==> src/rtl/fetch_unit_pkg.sv <==
// Shared widths, reset instruction, fetch FSM encodings and the fetch buffer payload.
package fetch_unit_pkg;

  localparam int unsigned DATA_WIDTH = 32;
  localparam int unsigned INSN_WIDTH = 32;
  localparam logic [INSN_WIDTH-1:0] NOP_INSN = 32'h0000_0013;
  localparam logic [DATA_WIDTH-1:0] PC_ALIGN_MASK = ~DATA_WIDTH'(3);

  // Encodings are fixed so trace/debug logic can decode the state directly.
  typedef enum logic [2:0] {
    FS_REQ   = 3'd0,
    FS_WAIT  = 3'd1,
    FS_ISSUE = 3'd2,
    FS_EXEC  = 3'd3,
    FS_TRAP  = 3'd4
  } fetch_state_e;

  typedef struct packed {
    logic [INSN_WIDTH-1:0] instr;
    logic [DATA_WIDTH-1:0] pc;
  } if_entry_t;

endpackage

==> src/rtl/fetch_unit_pc_reg.sv <==
// Architectural PC register: resettable, enable-gated, forces word alignment on load.
module fetch_unit_pc_reg
  import fetch_unit_pkg::*;
#(
  parameter logic [DATA_WIDTH-1:0] RESET_PC = '0
) (
  input  logic                  clk,
  input  logic                  rst_n,
  input  logic                  en,
  input  logic [DATA_WIDTH-1:0] d,
  output logic [DATA_WIDTH-1:0] q
);

  always_ff @(posedge clk or negedge rst_n) begin
    if (!rst_n) begin
      q <= RESET_PC;
    end else if (en) begin
      q <= d & PC_ALIGN_MASK;
    end
  end

endmodule

==> src/rtl/fetch_unit.sv <==
// Instruction-fetch front end: one outstanding imem request, single-entry decode buffer.
// Optional FETCH_MISALIGN_TRAP_EN traps misaligned commit targets instead of masking them.
module fetch_unit
  import fetch_unit_pkg::*;
#(
  parameter logic [DATA_WIDTH-1:0] RESET_PC = 32'h0000_0000
) (
  input  logic                  clk,
  input  logic                  rst_n,
  output logic [DATA_WIDTH-1:0] pc_current,
  input  logic [DATA_WIDTH-1:0] pc_next,
  input  logic                  pc_we,
  output logic                  imem_req_valid,
  input  logic                  imem_req_ready,
  output logic [DATA_WIDTH-1:0] imem_req_addr,
  input  logic                  imem_resp_valid,
  input  logic [INSN_WIDTH-1:0] imem_resp_data,
  output logic                  if_valid,
  input  logic                  if_ready,
  output logic [INSN_WIDTH-1:0] if_instr,
  output logic [DATA_WIDTH-1:0] if_pc
`ifdef FETCH_MISALIGN_TRAP_EN
  ,
  output logic                  fetch_misaligned
`endif
);

  fetch_state_e state, next_state;
  logic         pc_en;
  logic         buf_load;
  if_entry_t    buf_q;

  fetch_unit_pc_reg #(.RESET_PC(RESET_PC)) u_pc_reg (
    .clk   (clk),
    .rst_n (rst_n),
    .en    (pc_en),
    .d     (pc_next),
    .q     (pc_current)
  );

  // State register
  always_ff @(posedge clk or negedge rst_n) begin
    if (!rst_n) begin
      state <= FS_REQ;
    end else begin
      state <= next_state;
    end
  end

  // Next-state and load strobes; inputs outside their owning state are ignored
  always_comb begin
    next_state = state;
    pc_en      = 1'b0;
    buf_load   = 1'b0;
    case (state)
      FS_REQ: begin
        if (imem_req_ready) next_state = FS_WAIT;
      end
      FS_WAIT: begin
        if (imem_resp_valid) begin
          buf_load   = 1'b1;
          next_state = FS_ISSUE;
        end
      end
      FS_ISSUE: begin
        if (if_ready) next_state = FS_EXEC;
      end
      FS_EXEC: begin
        if (pc_we) begin
`ifdef FETCH_MISALIGN_TRAP_EN
          if (|pc_next[1:0]) begin
            next_state = FS_TRAP;
          end else begin
            pc_en      = 1'b1;
            next_state = FS_REQ;
          end
`else
          pc_en      = 1'b1;
          next_state = FS_REQ;
`endif
        end
      end
`ifdef FETCH_MISALIGN_TRAP_EN
      FS_TRAP: begin
        next_state = FS_TRAP;
      end
`endif
      default: begin
        next_state = FS_REQ;
      end
    endcase
  end

  // Decode buffer: captured once per fetch, held while decode back-pressures
  always_ff @(posedge clk or negedge rst_n) begin
    if (!rst_n) begin
      buf_q <= '{instr: NOP_INSN, pc: RESET_PC};
    end else if (buf_load) begin
      buf_q <= '{instr: imem_resp_data, pc: pc_current};
    end
  end

  assign imem_req_valid = (state == FS_REQ);
  assign imem_req_addr  = pc_current;
  assign if_valid       = (state == FS_ISSUE);
  assign if_instr       = buf_q.instr;
  assign if_pc          = buf_q.pc;

`ifdef FETCH_MISALIGN_TRAP_EN
  // TRAP only leaves on reset, so the flag is sticky by construction
  assign fetch_misaligned = (state == FS_TRAP);
`endif

endmodule
==> config.mk <==
export PLATFORM = sky130hd
export DESIGN_NAME = fetch_unit
export DESIGN_NICKNAME = d
export VERILOG_FILES = /design/src/rtl/fetch_unit_pkg.sv /design/src/rtl/fetch_unit_pc_reg.sv /design/src/rtl/fetch_unit.sv
export SDC_FILE = /design/constraint.sdc
export NUM_CORES = 1
export LEC_CHECK = 0
export BUFFER_PORTS_ARGS = -buffer_cell sky130_fd_sc_hd__buf_2
export CORE_MARGIN = 1
export CORE_UTILIZATION = 50
export CTS_CLUSTER_SIZE = 20
export DETAILED_ROUTE_END_ITERATION = 8
export PLACE_DENSITY = 0.9
export SLEW_MARGIN = 20
export SYNTH_ARGS = -nofsm -noshare
export SYNTH_HDL_FRONTEND = slang
export SYNTH_HIERARCHICAL = 1
export SYNTH_SLANG_ARGS = --single-unit
==> constraint.sdc <==
create_clock -name clk -period 2.8 [get_ports clk]
set_clock_uncertainty 0.1 [all_clocks]
set_input_delay 0.42 -clock clk [delete_from_list [all_inputs] [get_ports clk]]
set_output_delay 0.42 -clock clk [all_outputs]
set_load 0.01 [all_outputs]
==> metrics, run 1 <==
f_max 0.532 GHz; Crit Path Max Fanout 40; Worst Setup End Kind register; CTS sink count 96; Period Utilization, post-route about two thirds; synth unique cells 17; clock-pin slew on the worst setup and hold paths ~0.10 ns; Slew headroom 60.7%; post-synthesis cell area roughly 4000 um^2; Fill cells 583; minimum clock period between 1.5 and 2 ns; met2 usage 32.5%; Antenna Nets Post-Route 0; GR met1 Demand/Resource 22.6%; WHS Path Cells 2; Hold Crit Class in -> reg; IO buf count 193; first-pass detailed-route iteration total 4; setup_tns 0 ns; Ys Warns 6; area grow syn2layout 24.9%; sequential area share after synthesis about three fifths; worst setup margin 0.920 ns; final setup vio count 0; Rows 32; ratio of cells with drive above 1 in the final layout 74.6%; Clock Root Buffer clkbuf_8; R2R depth 5; Die W 92.7 um; clock tree buffer depth 2; most frequent cells in the layout 192 x buf_2, 93 x dfrtp_1, 64 x mux2_2; Max Cap Viol 0; RD Place Congestion 0.729; hpwl dp roughly 5.6 mm; most common cell after layout, fill and taps aside buf_2; CP required 2.93 ns; WL/cell 14.8 um; initial DRC count 39; Worst EP arrival 2.01 ns; CTS-repair resized insts 0; worst slack at placement 0.948 ns; I/O pin count 200; Most Crowded Layer GR met2; startpoint types register; GRT overflow 0; met3 usage 4.68%; largest net degree at the start of global routing 51; Die Ht a little over 90 um; Max Slew Vio Count 0; final net count 491; core box area 7850 um^2; diode count 0; DR vias/cell 4.78; full die area 8580 um^2; Mapped Cells between 200 and 300; RSZ-0062 raised after global routing false; first-pass GRT wire length about 12 mm; Post-route DRC 0; power per cell area ~1300 nW/um^2; total CTS buffers 9; vias in the first global route ~2,500; H-tree depth 3; Max VDD drop slightly above 600 uV; outcome complete, no violations; antenna violations before repair 0; Final Hold Viols 0; CTS tree done; Initial Util 52.4%; synthesized flop and latch total between 90 and 100; leakage ~2.6 nW; vias 2,503; worst-margin pin slew 0.589 ns; Total GRT Usage 18.9%; Mean Syn Cell Area 16.4 um^2; Routed Wire Length just under 8 mm; worst skew pair latency between 0.3 and 0.4 ns; WS Path Type reg -> reg
## synth_stat cells
cell type,instances,area [um^2]
mux2_4,31,465
nor2b_1,2,12.5
inv_1,3,11.3
ha_1,4,50.1
conb_1,1,3.75
nand2_2,1,6.26
buf_4,34,255
a2111oi_4,1,27.5
buf_6,3,33.8
and2_1,1,6.26
dfstp_2,3,78.8
nor2_1,1,3.75
nor2b_4,1,13.8
mux2i_1,1,10.0
mux2_2,64,721
dfrtp_1,93,2330
clkbuf_8,6,82.6
## layer usage
metal | part of all wire, % | vias up
met1 | 41 | 1223
met4 | 1.4 | 0
met3 | 7.4 | 9
li1 | - | 1152
met2 | 50 | 119
met5 | 0 | -
## cell families (layout without fill, tap and decap cells)
group                      after synthesis  in the layout  synth area share (%)
adders and majority gates                4              4                  1.22
DFF                                     96             96                  58.6
other                                    1              2                0.0913
muxes                                   96             96                  29.1
buffers and inverters                   46            217                  9.32
and+or+nand+nor                          6              6                  1.04
AOI/OAI and AO/OA                        1              1                 0.670
## final timing paths
path                                  from  slack [ns]            end
worst max-delay path              state[1]        0.92   if_instr[25]
worst min register to register   if_pc[31]        0.40      if_pc[31]
worst min-delay path            pc_next[2]        0.19  u_pc_reg/q[2]
max in group asynchronous            rst_n        1.33    if_instr[4]
worst max register to register    state[1]        0.92   if_instr[25]
min in group asynchronous            rst_n        0.54       if_pc[1]
## stage by stage
| stage | power (mW) | instances | hold slack, ns | utilization, % | area (um^2) |
|---|---|---|---|---|---|
| after floorplan | 4.61 | 251 | 0.0244 | - | 4110 |
| after global placement | 5.36 | 507 | 0.363 | 62.4 | 4890 |
| after detailed placement | 5.49 | 507 | 0.372 | 62.4 | 4890 |
| after CTS | 6.53 | 524 | 0.172 | 65.4 | 5130 |
| after global routing | 6.86 | 524 | 0.168 | 65.4 | 5130 |
| final | 6.44 | 524 | 0.191 | 65.4 | 5130 |
## flip-flops by register name, indices dropped and copies added (netlist names)
signal	flops
if_instr	32
if_pc	32
state	2
u_pc_reg/q	30
## final cells by class
type / instances / area (um^2) / area share [%]
Clock buffer: 10 / 138 / 2.68
Clock inverter: 6 / 90.1 / 1.76
Inverter: 3 / 11.3 / 0.219
Multi-Input combinational cell: 109 / 1330 / 25.8
Sequential cell: 96 / 2410 / 46.9
Tap cell: 102 / 128 / 2.49
Timing Repair Buffer: 198 / 1030 / 20.1
## repair_timing
item,in CTS,in global routing
endpoints found under the hold margin,46,0
hold buffers,1,0
setup endpoints to repair,0,0
buffers inserted,0,0
## critical path, stage by stage (launching register included)
cell and delay [ns]:
dfrtp_1 0.42, inv_1 0.09, ha_1 0.24, nand2_2 0.08, buf_4 0.42, mux2_2 0.40
## power by group
group | switching (mW) | internal [mW]
Clock | 0.479 | 0.533
Sequential | 0.440 | 2.12
Combinational | 1.29 | 1.58
Power figures use the tool's default switching activity.
==> inputs of run 2 (changes only) <==
--- a/config.mk
+++ b/config.mk
@@ -7,10 +7,10 @@
 export LEC_CHECK = 0
 export BUFFER_PORTS_ARGS = -buffer_cell sky130_fd_sc_hd__buf_2
 export CORE_MARGIN = 1
-export CORE_UTILIZATION = 50
+export CORE_UTILIZATION = 46
 export CTS_CLUSTER_SIZE = 20
 export DETAILED_ROUTE_END_ITERATION = 8
-export PLACE_DENSITY = 0.9
+export PLACE_DENSITY = 0.84
 export SLEW_MARGIN = 20
 export SYNTH_ARGS = -nofsm -noshare
 export SYNTH_HDL_FRONTEND = slang
==> constraint.sdc (replaced) <==
create_clock -name clk -period 1.94 [get_ports clk]
set_clock_uncertainty 0.1 [all_clocks]
set_input_delay 0.291 -clock clk [delete_from_list [all_inputs] [get_ports clk]]
set_output_delay 0.291 -clock clk [all_outputs]
set_load 0.01 [all_outputs]
==> run 2 against run 1 <==
Net effect: critical path depth unchanged; sequential power up 45%; cell area up 0.34%; clock power up 32%; critical path type unchanged.
==> metrics, run 2 (synthesis gave the netlist of run 1 again) <==
outcome complete, no violations; CTS tree done; final setup vio count 0; Die Ht 96.5 um; antenna violations before repair 0; Period Utilization, post-route 92.7%; full die area 9310 um^2; total CTS buffers 9; hpwl dp 5.85 mm; I/O pin count 200; startpoint types register; Max VDD drop 885 uV; GRT overflow 0; power per cell area 1790 nW/um^2; Rows 34; RSZ-0062 raised after global routing false; worst setup margin 0.142 ns; Hold Crit Class in -> reg; DR vias/cell 4.66; Final Hold Viols 0; CTS sink count 96; core box area 8680 um^2; IO buf count 193; WHS Path Cells 2; CP required between 2 and 2.5 ns; initial DRC count 42; max incr delay on CP 0.40 ns; diode count 0; final net count 492; Clock Root Buffer clkbuf_8; first-pass detailed-route iteration total 4; first-pass GRT wire length 11.8 mm; Antenna Nets Post-Route 0; clock-pin slew on the worst setup and hold paths 0.10 ns; Crit Path Max Fanout 3; worst slack at placement 0.149 ns; setup_tns 0 ns; most common cell after layout, fill and taps aside buf_2; RD Place Congestion 0.677; R2R depth 5; WL/cell between 15 and 20 um; area grow syn2layout 25.3%; crit-path cells inv_1, ha_1, nor2b_4, a2111oi_4, mux2_4; H-tree depth 3; Tot Pwr 9.22 mW; Die W between 90 and 100 um; Setup Fix Bufs, Post-CTS 0; Max Cap Viol 0; ratio of cells with drive above 1 in the final layout 74.5%; Max Slew Vio Count 0; Worst EP arrival 1.93 ns; Total GRT Usage 16.9%; Worst Setup End Kind register; Post-route DRC 0; clock tree buffer depth 2; utilization after layout around three fifths; Fill cells 742; minimum clock period 1.80 ns; leakage approximately 2.7 nW; f_max about 0.56 GHz; most frequent cells in the layout 192 x buf_2, 93 x dfrtp_1, 64 x mux2_2; Initial Util about 47%; worst skew pair latency 0.34 ns; largest net degree at the start of global routing 97; vias 2,474; vias in the first global route 2,420; Fin Hold WS ~0.065 ns; Slowest-stage cell, CP a2111oi_4; WS Path Type reg -> reg; Routed Wire Length ~8 mm
run 2: changes by cell type in the layout (fill, tap and decap cells not counted):
cell and delta:
buf_12 +2, buf_4 -1, bufinv_16 -1, clkbuf_1 +1, clkinv_2 -1, inv_6 +1
run 2: what timing repair did:
| item | 4_1_cts | 5_1_grt |
|---|---|---|
| endpoints found under the hold margin | 93 | 0 |
| hold buffers | 1 | 0 |
| resized for setup | 0 | 0 |
run 2: stage by stage:
| step | std cells | instance area [um^2] |
|---|---|---|
| finish | 531 | 5150 |
| global route | 531 | 5150 |
| CTS | 531 | 5150 |
| detailed placement | 514 | 4930 |
| global placement | 514 | 4930 |
| floorplan | 251 | 4110 |
run 2: worst max-delay path: cells and delay by family (launching register included):
| kind | cells | cell delay (ns) |
|---|---|---|
| AOI/OAI and AO/OA | 1 | 0.40 |
| buffers and inverters | 1 | 0.09 |
| muxes | 1 | 0.33 |
| DFF | 1 | 0.39 |
| adders and majority gates | 1 | 0.24 |
| and+or+nand+nor | 1 | 0.14 |
run 2: layer usage:
metal / share of wire (%) / GRT usage [%] / vias up / routed length, um
met5: 0 / 0 / - / 0
met4: 0.76 / 3.68 / 0 / 61
met3: 6.8 / 5.01 / 6 / 548
met2: 52 / 29.5 / 108 / 4210
met1: 40 / 20.6 / 1211 / 3240
li1: - / - / 1149 / -
run 2: path summary, 6_finish.rpt:
check	to	slack (ns)	start
worst max-delay path	state[1]	0.14	state[0]
max in group asynchronous	if_instr[4]	0.93	rst_n
worst min register to register	if_pc[25]	0.41	if_pc[25]
worst max register to register	state[1]	0.14	state[0]
worst min-delay path	u_pc_reg/q[2]	0.07	pc_next[2]
min in group asynchronous	u_pc_reg/q[2]	0.43	rst_n
run 2: layout make-up:
class | instances | area [um^2] | share of cell area (%)
flip-flops and latches | 96 | 2410 | 46.7
multi-input cells | 109 | 1330 | 25.7
repair buffers | 199 | 1070 | 20.7
clock buffers | 11 | 141 | 2.75
well taps | 108 | 135 | 2.62
clock inverters | 5 | 63.8 | 1.24
inverters | 3 | 11.3 | 0.219
run 2: power breakdown:
| part | internal (mW) | total [mW] | switching (mW) | leakage [nW] |
|---|---|---|---|---|
| clock network | 0.646 | 1.33 | 0.680 | 0.101 |
| registers | 3.05 | 3.71 | 0.653 | 1.14 |
| logic | 2.31 | 4.19 | 1.87 | 1.41 |
| total | 6.01 | 9.22 | 3.21 | 2.65 |
